$ cat config.mk
export PLATFORM = sky130hd
export DESIGN_NAME = logic_sweep_timer
export DESIGN_NICKNAME = d
export VERILOG_FILES = /design/src/rtl/logic_sweep_pkg.sv /design/src/rtl/logic_sweep_timer.sv
export SDC_FILE = /design/constraint.sdc
export NUM_CORES = 1
export LEC_CHECK = 0
export ABC_CLOCK_PERIOD_IN_PS = 2100
export BUFFER_PORTS_ARGS = -buffer_cell sky130_fd_sc_hd__buf_2
export CORE_MARGIN = 3
export CORE_UTILIZATION = 49
export DETAILED_ROUTE_END_ITERATION = 12
export GPL_TIMING_DRIVEN = 0
export PLACE_DENSITY = 0.76
export RECOVER_POWER = 50
export SETUP_SLACK_MARGIN = 0.2
export SYNTH_ARGS = -nofsm -noshare
export SYNTH_HDL_FRONTEND = slang
export SYNTH_SLANG_ARGS = --single-unit
$ cat constraint.sdc
create_clock -name CLK -period 2.1 [get_ports CLK]
set_clock_uncertainty 0.1 [all_clocks]
set_input_delay 0.21 -clock CLK [delete_from_list [all_inputs] [get_ports CLK]]
set_output_delay 0.21 -clock CLK [all_outputs]
set_load 0.1 [all_outputs]
$ cat src/rtl/logic_sweep_pkg.sv
`timescale 1ns/1ps
`default_nettype none
// +----------------------------------------------------------------------+
// | logic_sweep_pkg : state encoding, vector table, golden truth tables  |
// | Revision 1.0                                                         |
// +----------------------------------------------------------------------+
package logic_sweep_pkg;

  localparam int CNT_W = 16;

  typedef logic [1:0] state_t;
  localparam state_t ST_IDLE  = 2'd0;
  localparam state_t ST_DRIVE = 2'd1;
  localparam state_t ST_DONE  = 2'd2;

  // Bit i of each table belongs to vector i; order {A,B} = 00, 10, 01, 11.
  localparam logic [3:0] VEC_A  = 4'b1010;
  localparam logic [3:0] VEC_B  = 4'b1100;
  localparam logic [3:0] GOLD_C = 4'b1000;
  localparam logic [3:0] GOLD_D = 4'b1110;
  localparam logic [3:0] GOLD_E = 4'b0110;

endpackage
`default_nettype wire

$ cat src/rtl/logic_sweep_timer.sv
`timescale 1ns/1ps
`default_nettype none
// +----------------------------------------------------------------------+
// | logic_sweep_timer : dwell counter 0..DWELL-1, LAST on final count    |
// | Revision 1.0                                                         |
// +----------------------------------------------------------------------+
module logic_sweep_timer
  import logic_sweep_pkg::*;
#(
  parameter int unsigned DWELL = 100
) (
  input  logic             CLK,
  input  logic             RST,
  input  logic             CLR,
  input  logic             EN,
  output logic [CNT_W-1:0] count,
  output logic             LAST
);

  localparam logic [CNT_W-1:0] LAST_CNT = CNT_W'(DWELL - 1);

  logic [CNT_W-1:0] count_q;
  logic [CNT_W-1:0] count_d;

  always_comb begin
    count_d = count_q;
    if (CLR) begin
      count_d = '0;
    end else if (EN) begin
      count_d = (count_q == LAST_CNT) ? '0 : count_q + CNT_W'(1);
    end
  end

  always_ff @(posedge CLK) begin
    if (RST) begin
      count_q <= '0;
    end else begin
      count_q <= count_d;
    end
  end

  assign count = count_q;
  assign LAST  = (count_q == LAST_CNT);

endmodule
`default_nettype wire

**Word-level counts from Yosys, hierarchy flattened**

Index checks and enable logic that the tools add are counted.

- $add $sub $neg: 1
- Equal/unequal tests: 1
- Mux-type cells: 1
- Reduce and logical (&&, ||, !) cells: 1

Operators by type and width:

| operator | number |
|---|---|
| $add A16 B1 Y16 const B | 1 |
| $eq A16 B7 Y1 const B | 1 |
| $mux W16 | 1 |
| $reduce_or A2 Y1 | 1 |

- Flip-flop bits (word level): 16
- Output and inout bits: 17

**Longest topological paths before layout**

- Depth after elaboration: 2
- Gate-level depth with buffers: 6

**Worst setup path before layout**

OpenSTA, ideal clock, no wires.

- Path type: flip-flop to output port
- From: reg count_q[0] (netlist: count[0])
- To: out LAST
- Arrival: 3.792 ns
- Required time: 1.790 ns
- Slack: -2.002 ns
- Cell stages (with the launch flop): 5
- Buffers on the path: 0
- Path through: dfxtp_1 > ha_1 > nor4b_1 > nand2_1 > nor3_1

- Cells in the longest elaborated chain, start to end: 1

RTL lines:

| item | line | text |
|---|---|---|
| start, declared | logic_sweep_timer.sv:22 | `logic [CNT_W-1:0] count_q;` |
| start signal, assigned | logic_sweep_timer.sv:38 | `count_q <= count_d;` |
| $eq A16 B7 Y1 | logic_sweep_timer.sv:43 | `assign LAST = (count_q == LAST_CNT);` |
| end, declared | logic_sweep_timer.sv:17 | `output logic LAST` |

No other way between the ends.

**Worst setup path after layout**

- From: reg count_q[1] (netlist: count[1])
- To: out count[1]

RTL lines:

| item | line | text |
|---|---|---|
| end, declared | logic_sweep_timer.sv:16 | `output logic [CNT_W-1:0] count,` |

No word-level cell between the ends.

==> flow_summary.yaml <==
flow_run:
  cap_violations: 0
power:
  leakage_nw: 0.343
  p_sw_mw: 0.115
  p_clk_share_pct: 32.5
  power_frac_comb_pct: 7.4
  powerDensity_mw_per_mm2: 487
  seq_power_share_pct: 60.1
  internal_power_mw: 0.390
  swShare_pct: 22.9
  ir_drop_v: 0.000318
synthesis:
  synthDistinctLibCells: 20
  yosys_warnings: 0
  ys_ff_latch: 16
  netlist_area_um2: 774
  postSynthCellCount: 89
  synth_nets: 94
  yosysSeqAreaShare_pct: 41.4
  synth_area_per_cell_um2: 8.70
floorplanning:
  ios: 21
  start_util_pct: 56.0
  fp.dieW_um: 45.8
  rows: 13
  core_area_mm2: 0.00138
  dieArea_mm2: 0.00209
  die_h_um: 45.8
timing:
  setup_viol: 0
  timing.fmax_mhz: 542
  hold_viol: 0
  period_minus_slack_ps: 1840
  worst_pin_slew_ps: 1170
  grt_setup_unrepaired: "false"
  holdWs_ps: 129
  slew_viol_final: 0
  period_share_pct: 87.8
  slew_headroom_pct: 22.6
cells_and_area:
  n_antenna_cell: 0
  final_area_mm2: 0.00104
  drive_gt1_share_pct: 41.0
  final_common_cell: "nor2_1"
  area_delta_synth_final_pct: 34.1
  final_cell_mix: "20 x nor2_1, 12 x clkbuf_2, 11 x xnor2_1, 11 x dfxtp_2, 7 x nand4_1"
  largest_reg_flops: 16
  final_util_pct: 75.1
  seqCellArea_um2: 345
  multiInputGateArea_um2: 475
  nNetsFinal: 123
  fillCellCount: 115
clock_network:
  cts-buffers-inserted: 3
  cts_tree: "done"
  cts_root_buf: "clkbuf_4"
  hold_buffers: 0
  clock-sinks: 16
  clock_latency_ps: 280
  clk_pin_slew_ps: 90
  clockBufferDepth: 2
  htreeDepth: 1
place:
  routabilityCongestion: 0.765
  place_area_um2: 941
  portBuffers: 19
  dp_hpwl_um: 1260
worst_setup_path:
  crit_type: "reg2out"
  max_stage_delay_ps: 870
  reg2reg_depth: 6
  crit_fanout: 4
  crit_path_cell_trace: "clkbuf_1"
  cpMaxStageDelayCell: "clkbuf_1"
  crit_family: "buffers and inverters"
  cp-end-kind: "output port"
  worstPathArrival_ps: 1530
  reg2reg_from: "count[11]"
  crit_buf_inv: 1
  timing.reg2reg.setup_slack_ps: 330
  worstReg2RegEnd: "count[13]"
  cp_num_cells: 1
  start_kind: "register"
  critPathRequiredTime_ps: 1790
global_route:
  grt_max_degree: 11
  grt_pass1_vias: 654
  grt_first_pass_wirelength_um: 2730
  grt.total_usage_pct: 18.0
  grt-ovfl-total: 0
  grt_antenna_before_repair: 0
hold_path:
  worstHoldStart: "CLR"
  hold_depth: 4
  hp-class: "in2reg"
  holdPathEnd: "count[5]"
drt:
  first_pass_iters: 4
  drc: 0
  routedWlPerCell_um: 12.9
  antenna_left: 0
  routed_wl_um: 1710
  drt_iter0_markers: 12
  vias_per_cell: 5.52
  num_vias: 728
status:
  status: "complete, no violations"
-- worst max path at each step --
stage	startpoint	endpoint	slack [ps]
2_1_floorplan	count[0]	LAST	-110
3_3_place_gp	count[11]	LAST	270
3_5_place_dp	count[11]	LAST	260
4_1_cts	count[11]	LAST	200
5_1_grt	count[1]	LAST	200
6_report	count[1]	count[1]	260
-- area by class of cell --
class / instances / share of cell area, %
Buffer: 2 / 1.81
Inverter: 3 / 1.08
Multi-Input combinational cell: 68 / 45.8
Timing Repair Buffer: 24 / 13.7
Sequential cell: 16 / 33.3
Clock buffer: 4 / 2.53
Tap cell: 15 / 1.81
-- cells by family after synthesis --
logic type	synth area share [%]
AND/OR/NAND/NOR	31.5
flip-flops	41.4
XOR/XNOR	15.8
buffers and inverters	3.88
AO/OA/AOI/OAI	4.52
multiplexers	1.29
adder cells (fa/ha/maj)	1.62
-- synthesized netlist by cell type, drive strengths merged --
| cell type | instances | share of area, % |
|---|---|---|
| xor2 | 3 | 3.4 |
| o31ai | 1 | 2.7 |
| xnor2 | 11 | 12 |
| a31o | 1 | 1.1 |
| nor2 | 20 | 9.7 |
| or4b | 1 | 1.8 |
| nand4 | 7 | 5.7 |
| nand2 | 5 | 2.4 |
| nor3 | 5 | 3.2 |
| mux2i | 1 | 1.3 |
| ha | 1 | 1.6 |
| inv | 3 | 1.5 |
| or3 | 1 | 0.97 |
| a21oi | 1 | 0.65 |
| dfxtp | 16 | 41 |
| nor4b | 1 | 1.1 |
| buf | 2 | 2.4 |
| nand3 | 4 | 2.6 |
| nor4 | 5 | 4.0 |
-- metal layers --
layer  routed length [um]  part of all wire [%]  vias to the layer above  global-route usage, %
met5                    0                     0                        -                      0
met4                    0                     0                        0                   7.95
met3                   97                   5.7                        0                   2.37
met2                  818                    48                       26                   30.6
met1                  793                    46                      334                   22.4
li1                     -                     -                      368                      -
-- stage by stage --
stage          power (mW)  instances  worst slack (ps)  TNS (ps)
3_3_place_gp        0.345        123               266         0
3_5_place_dp        0.345        123               262         0
4_1_cts             0.509        128               199         0
2_1_floorplan       0.339         89              -106      -106
6_report            0.505        132               256         0
5_1_grt             0.527        132               200         0
-- what timing repair did --
item,4_1_cts,5_1_grt
setup endpoints to repair,1,11
resized for setup,3,6
gates cloned,0,0
setup buffers,1,4
pin swaps,2,2
hold endpoints to repair,0,0
-- power by group through the flow --
stage / sequential [mW] / combinational [mW] / clock, mW
2_1_floorplan: 0.322 / 0.0165 / 0
3_3_place_gp: 0.312 / 0.0322 / 0
3_5_place_dp: 0.313 / 0.0329 / 0
4_1_cts: 0.305 / 0.0331 / 0.170
5_1_grt: 0.304 / 0.0400 / 0.183
6_report: 0.304 / 0.0374 / 0.164
No activity file was read; power rests on OpenSTA's default activity.
